**src/rtl/arm_instr_encoder.sv**
```systemverilog
// Encodes structured ARM instruction descriptors into 32-bit words and streams
// them into IMEM through a registered write port, one word per legal accept.
module arm_instr_encoder #(
  parameter int ADDR_W = 6,
  parameter int DEPTH  = 64
) (
  input  logic              clk,
  input  logic              reset,
  input  logic              start,
  input  logic              finish,
  input  logic              in_valid,
  output logic              in_ready,
  input  logic [1:0]        in_class,
  input  logic [3:0]        in_cond,
  input  logic              in_imm,
  input  logic [3:0]        in_cmd,
  input  logic              in_s,
  input  logic              in_load,
  input  logic [3:0]        in_rd,
  input  logic [3:0]        in_rn,
  input  logic [3:0]        in_rm,
  input  logic [3:0]        in_rs,
  input  logic [2:0]        in_shtype,
  input  logic [4:0]        in_shamt,
  input  logic              in_regshift,
  input  logic [23:0]       in_immval,
  output logic              imem_we,
  output logic [ADDR_W-1:0] imem_addr,
  output logic [31:0]       imem_wdata,
  output logic [ADDR_W:0]   word_count,
  output logic [7:0]        err_count,
  output logic              err,
  output logic              done,
  output logic [1:0]        dbg_state
);

  typedef enum logic [1:0] {
    S_IDLE = 2'd0,
    S_LOAD = 2'd1,
    S_DONE = 2'd2
  } state_e;

  localparam logic [ADDR_W:0] DEPTH_W = (ADDR_W + 1)'(DEPTH);
  localparam logic [ADDR_W:0] LAST_W  = (ADDR_W + 1)'(DEPTH - 1);

  state_e              state_q, state_d;
  logic [ADDR_W:0]     addr_q, addr_d;
  logic                we_q, we_d;
  logic [ADDR_W-1:0]   waddr_q, waddr_d;
  logic [31:0]         wdata_q, wdata_d;
  logic [7:0]          ec_q, ec_d;
  logic                err_q, err_d;

  // Encoder datapath (purely combinational on the descriptor fields).
  logic        is_dp, is_mem, is_rrx;
  logic [1:0]  sh2;
  logic [4:0]  shamt_e;
  logic [11:0] reg_off;
  logic [11:0] dp_op2;
  logic        s_eff;
  logic [3:0]  rn_eff;
  logic        illegal;
  logic [31:0] enc_word;
  logic        accept;

  always_comb begin
    is_dp   = (in_class == 2'b00);
    is_mem  = (in_class == 2'b01);
    is_rrx  = (in_shtype == 3'd4);
    // RRX is the ROR encoding with a zero shift amount.
    sh2     = is_rrx ? 2'b11 : in_shtype[1:0];
    shamt_e = is_rrx ? 5'd0 : in_shamt;
    reg_off = {shamt_e, sh2, 1'b0, in_rm};
    if (in_imm)
      dp_op2 = in_immval[11:0];
    else if (in_regshift)
      dp_op2 = {in_rs, 1'b0, sh2, 1'b1, in_rm};
    else
      dp_op2 = reg_off;
    s_eff  = in_s | (in_cmd[3:2] == 2'b10);
    rn_eff = ((in_cmd[3:2] == 2'b11) && in_cmd[0]) ? 4'd0 : in_rn;

    illegal = (in_cond == 4'hF)
            | (is_dp & ~in_imm & in_regshift & is_rrx)
            | (((is_dp & ~in_imm & ~in_regshift) | (is_mem & ~in_imm))
               & (in_shtype == 3'd3) & (in_shamt == 5'd0))
            | (is_mem & in_regshift)
            | (is_mem & ~in_imm & is_rrx);

    case (in_class)
      2'b00:   enc_word = {in_cond, 2'b00, in_imm, in_cmd, s_eff, rn_eff, in_rd, dp_op2};
      2'b01:   enc_word = {in_cond, 2'b01, ~in_imm, 1'b1, 1'b1, 1'b0, 1'b0, in_load,
                           in_rn, in_rd, in_imm ? in_immval[11:0] : reg_off};
      default: enc_word = {in_cond, 3'b101, in_class[0], in_immval};
    endcase
  end

  // Handshake: a descriptor is consumed on a rising edge where in_valid and
  // in_ready are both high; in_ready holds only in LOAD with space left.
  assign in_ready = (state_q == S_LOAD) && (addr_q < DEPTH_W);
  assign accept   = in_valid & in_ready;

  always_comb begin
    state_d = state_q;
    addr_d  = addr_q;
    we_d    = 1'b0;
    waddr_d = waddr_q;
    wdata_d = wdata_q;
    ec_d    = ec_q;
    err_d   = err_q;
    case (state_q)
      S_IDLE, S_DONE: begin
        if (start) begin
          state_d = S_LOAD;
          addr_d  = '0;
          ec_d    = 8'd0;
          err_d   = 1'b0;
        end
      end
      S_LOAD: begin
        if (accept) begin
          if (illegal) begin
            if (ec_q != 8'hFF) ec_d = ec_q + 8'd1;
            err_d = 1'b1;
          end else begin
            we_d    = 1'b1;
            waddr_d = addr_q[ADDR_W-1:0];
            wdata_d = enc_word;
            addr_d  = addr_q + 1'b1;
            if (addr_q == LAST_W) state_d = S_DONE;
          end
        end
        if (finish) state_d = S_DONE;
      end
      default: state_d = S_IDLE;
    endcase
  end

  always_ff @(posedge clk or negedge reset) begin
    if (!reset) begin
      state_q <= S_IDLE;
      addr_q  <= '0;
      we_q    <= 1'b0;
      waddr_q <= '0;
      wdata_q <= 32'd0;
      ec_q    <= 8'd0;
      err_q   <= 1'b0;
    end else begin
      state_q <= state_d;
      addr_q  <= addr_d;
      we_q    <= we_d;
      waddr_q <= waddr_d;
      wdata_q <= wdata_d;
      ec_q    <= ec_d;
      err_q   <= err_d;
    end
  end

  assign imem_we    = we_q;
  assign imem_addr  = waddr_q;
  assign imem_wdata = wdata_q;
  assign word_count = addr_q;
  assign err_count  = ec_q;
  assign err        = err_q;
  assign done       = (state_q == S_DONE);
  assign dbg_state  = state_q;

endmodule

```
**config.mk**
```make
export PLATFORM = sky130hd
export DESIGN_NAME = arm_instr_encoder
export DESIGN_NICKNAME = d
export VERILOG_FILES = /design/src/rtl/arm_instr_encoder.sv
export SDC_FILE = /design/constraint.sdc
export NUM_CORES = 1
export LEC_CHECK = 0
export BUFFER_PORTS_ARGS = -buffer_cell sky130_fd_sc_hd__clkbuf_2
export CORE_AREA = 2 2 80 82
export CTS_CLUSTER_DIAMETER = 80
export DETAILED_ROUTE_END_ITERATION = 12
export DIE_AREA = 0 0 82 84
export PLACE_DENSITY = 0.84
export SLEW_MARGIN = 20
export SYNTH_ARGS = -nofsm -noshare
export SYNTH_HDL_FRONTEND = slang
export SYNTH_SLANG_ARGS = --single-unit
```
**constraint.sdc**
```tcl
create_clock -name clk -period 2.9 [get_ports clk]
set_input_delay 0.145 -clock clk [delete_from_list [all_inputs] [get_ports clk]]
set_output_delay 0.145 -clock clk [all_outputs]
set_load 0.01 [all_outputs]
```
==> impl_metrics.yaml <==
routing:
  wl_per_cell_um: 16.2
  postRouteAntennaNets: 0
  vias_per_cell: 5.77
  drc: 0
  detailroute.via_count: 2877
  routed_wl_um: 8100
  drt_iter0_drc: 206
  dr.pass1.iters: 4
yosys:
  synth_largest_area_cell: "dfrtp_1"
  synth_ff_type: "dfrtp_1"
  synth_common_cells: "57 x dfrtp_1, 39 x o21ai_0, 25 x nand2_1"
  synthesis.nets: 361
  yosysUniqueCellTypes: 49
  synthTopCellsByArea: "dfrtp_1 48%, mux2_2 6.8%, o21ai_0 6.6%"
  yosys_warnings: 0
  post-synth-top-count-cell: "dfrtp_1"
  syn-mean-instance-area_um2: 10.1
  yosysSeqAreaShare_pct: 48.2
  yosysTopAreaCellShare_pct: 48.2
  synth_area_um2: 2960
  synth_edf_count: 0
  synthArstFlopShare_pct: 100
  syn_inst: 292
  synth-seq-cells: 57
clocking:
  path_clk_slew_ns: 0.06
  cts_resized: 0
  ctsHtreeMaxLevel: 3
  cts_tree: "built"
  cts_made_buffers: 9
  root_buffer: "clkbuf_8"
  clock-sinks: 57
  postCtsHoldBufs: 1
  cts_setup_buffers: 0
  clk_path_buf_depth: 2
  insertion_delay_ns: 0.34
pwr:
  p_seq_share_pct: 41.6
  pwr_density_cell_nw_per_um2: 771
  combPwrFrac_pct: 31.7
  switching_power_uw: 984
  p_total_uw: 2960
  peakVddDrop_mv: 0.379
  power_frac_clock_pct: 26.7
  internal_power_uw: 1980
  p_leak_uw: 0.00193
  swShare_pct: 33.2
worst_hold_path:
  min_path_type: "in -> reg"
  worstHoldStart: "in_immval[7]"
final_layout:
  n_antenna_cell: 0
  post_route_cells_drive_above_1_share_pct: 40.0
  finalNonFillerCells: 499
  num-nets-final: 486
  fillers: 536
  synthToLayoutAreaGrowth_pct: 29.9
floorplan:
  die_x_um: 82
  die_y_um: 84
  rows: 29
  die_area_um2: 6890
  initial_utilization_pct: 48.5
  pin_count: 126
  core_area_um2: 6100
global_routing:
  grt_pass1_wl_um: 13100
  grt_overflow_total: 0
  antenna_found_initial: 0
  grt_max_degree: 32
  track_usage_pct: 25.0
  grt_pass1_vias: 2749
timing:
  skew_ns: 0.00930
  rsz0062_at_grt: "false"
  fmax_ghz: 0.474
  maxSlewHeadroom_pct: 51.2
  tightest_slew_ns: 0.730
  setup_violations: 0
  final_max_slew_viol_count: 0
  fin_crit_sh_pct: 72.7
  finalHoldViolations: 0
  tns_ns: 0
  min_period_ns: 2.11
critical_path:
  worst_ep_arrival_time_ns: 2.31
  path_class: "reg -> reg"
  cp_max_fo: 9
  cp-startpoint: "dbg_state[1]"
  crit_path_end_kind: "register"
  r2r_start: "dbg_state[1]"
  crit_required_ns: 3.10
  startpoint_type: "register"
placement:
  dp.cells: 482
  gp_congestion: 0.890
  dpl.hpwl_um: 5950
  io_buffers: 125
flow_run:
  maxCapViolCount: 0
status:
  status: "finished, final reports clean"
per-stage QoR:
stage	utilization, %	instance area [µm²]	hold WS (ns)	setup WS (ns)
6_report	63.0	3840	0.0512	0.792
5_1_grt	63.0	3840	0.0404	0.624
4_1_cts	63.0	3840	0.0442	0.797
3_5_place_dp	59.5	3630	0.213	0.457
3_3_place_gp	59.5	3630	0.211	0.533
2_1_floorplan	-	2960	-0.151	0.708
critical path: stages (launching register included):
cell and delay (ns):
dfrtp_1 0.43, nor4bb_2 0.31, buf_4 0.24, nor2_1 0.13, or2_2 0.38, o311ai_0 0.34
o41ai_1 0.13
worst paths after layout:
check,to,cells after the start,slack (ns)
worst min register to register,err,2,0.50
worst max register to register,err_count[3],6,0.79
worst min-delay path,imem_wdata[7],3,0.05
min in group asynchronous,err_count[4],2,0.37
worst max-delay path,err_count[3],6,0.79
max in group asynchronous,word_count[6],3,1.67
layout make-up:
type | count | area [µm²] | share of cell area (%)
Tap cell | 77 | 96.3 | 2.51
Inverter | 7 | 31.3 | 0.814
Timing Repair Buffer | 131 | 673 | 17.5
Clock inverter | 3 | 65.1 | 1.69
Multi-Input combinational cell | 211 | 1410 | 36.7
Sequential cell | 57 | 1430 | 37.1
Clock buffer | 13 | 139 | 3.61
sequential cells by signal (all words and copies together) (netlist names):
signal,flops
err_count,8
dbg_state,2
word_count,7
imem_addr,6
imem_we,1
err,1
imem_wdata,32
routing by layer:
metal | GRT usage [%] | vias to the layer above | routed length [µm]
li1 | - | 1345 | -
met1 | 33.9 | 1374 | 3400
met2 | 38.2 | 135 | 3870
met3 | 6.60 | 23 | 611
met4 | 8.94 | 0 | 207
met5 | 0 | - | 0
kinds of logic (layout without fill, tap and decap cells):
group	after synthesis	in the layout	synth area share [%]
AOI/OAI and AO/OA	94	94	20.3
and+or+nand+nor	85	85	15.0
DFF	57	57	48.2
muxes	29	29	11.1
buffers and inverters	24	154	4.31
adders and majority gates	2	2	0.846
xor gates and xnor gates	1	1	0.296
power groups by stage:
stage	Sequential [µW]	Clock, µW	Combinational (µW)
3_3_place_gp	1240	0	920
2_1_floorplan	1340	0	397
6_report	1230	792	940
4_1_cts	1230	802	950
5_1_grt	1270	845	1040
3_5_place_dp	1240	0	948
placed cells by master, fill, tap and decap left out, types with 4 or more instances in the layout:
cell / instances
a21oi_1: 10
a22o_1: 8
a31oi_1: 5
buf_4: 5
clkbuf_1: 4
clkbuf_2: 125
clkbuf_8: 9
dfrtp_1: 57
inv_1: 6
mux2_2: 18
mux2i_1: 8
nand2_1: 25
nand2b_1: 5
nand3_1: 16
nand4_1: 4
nor2_1: 14
nor2b_1: 4
o21ai_0: 39
o22ai_1: 6
o311ai_0: 5
o31ai_1: 4
Power figures use the tool's default switching activity.
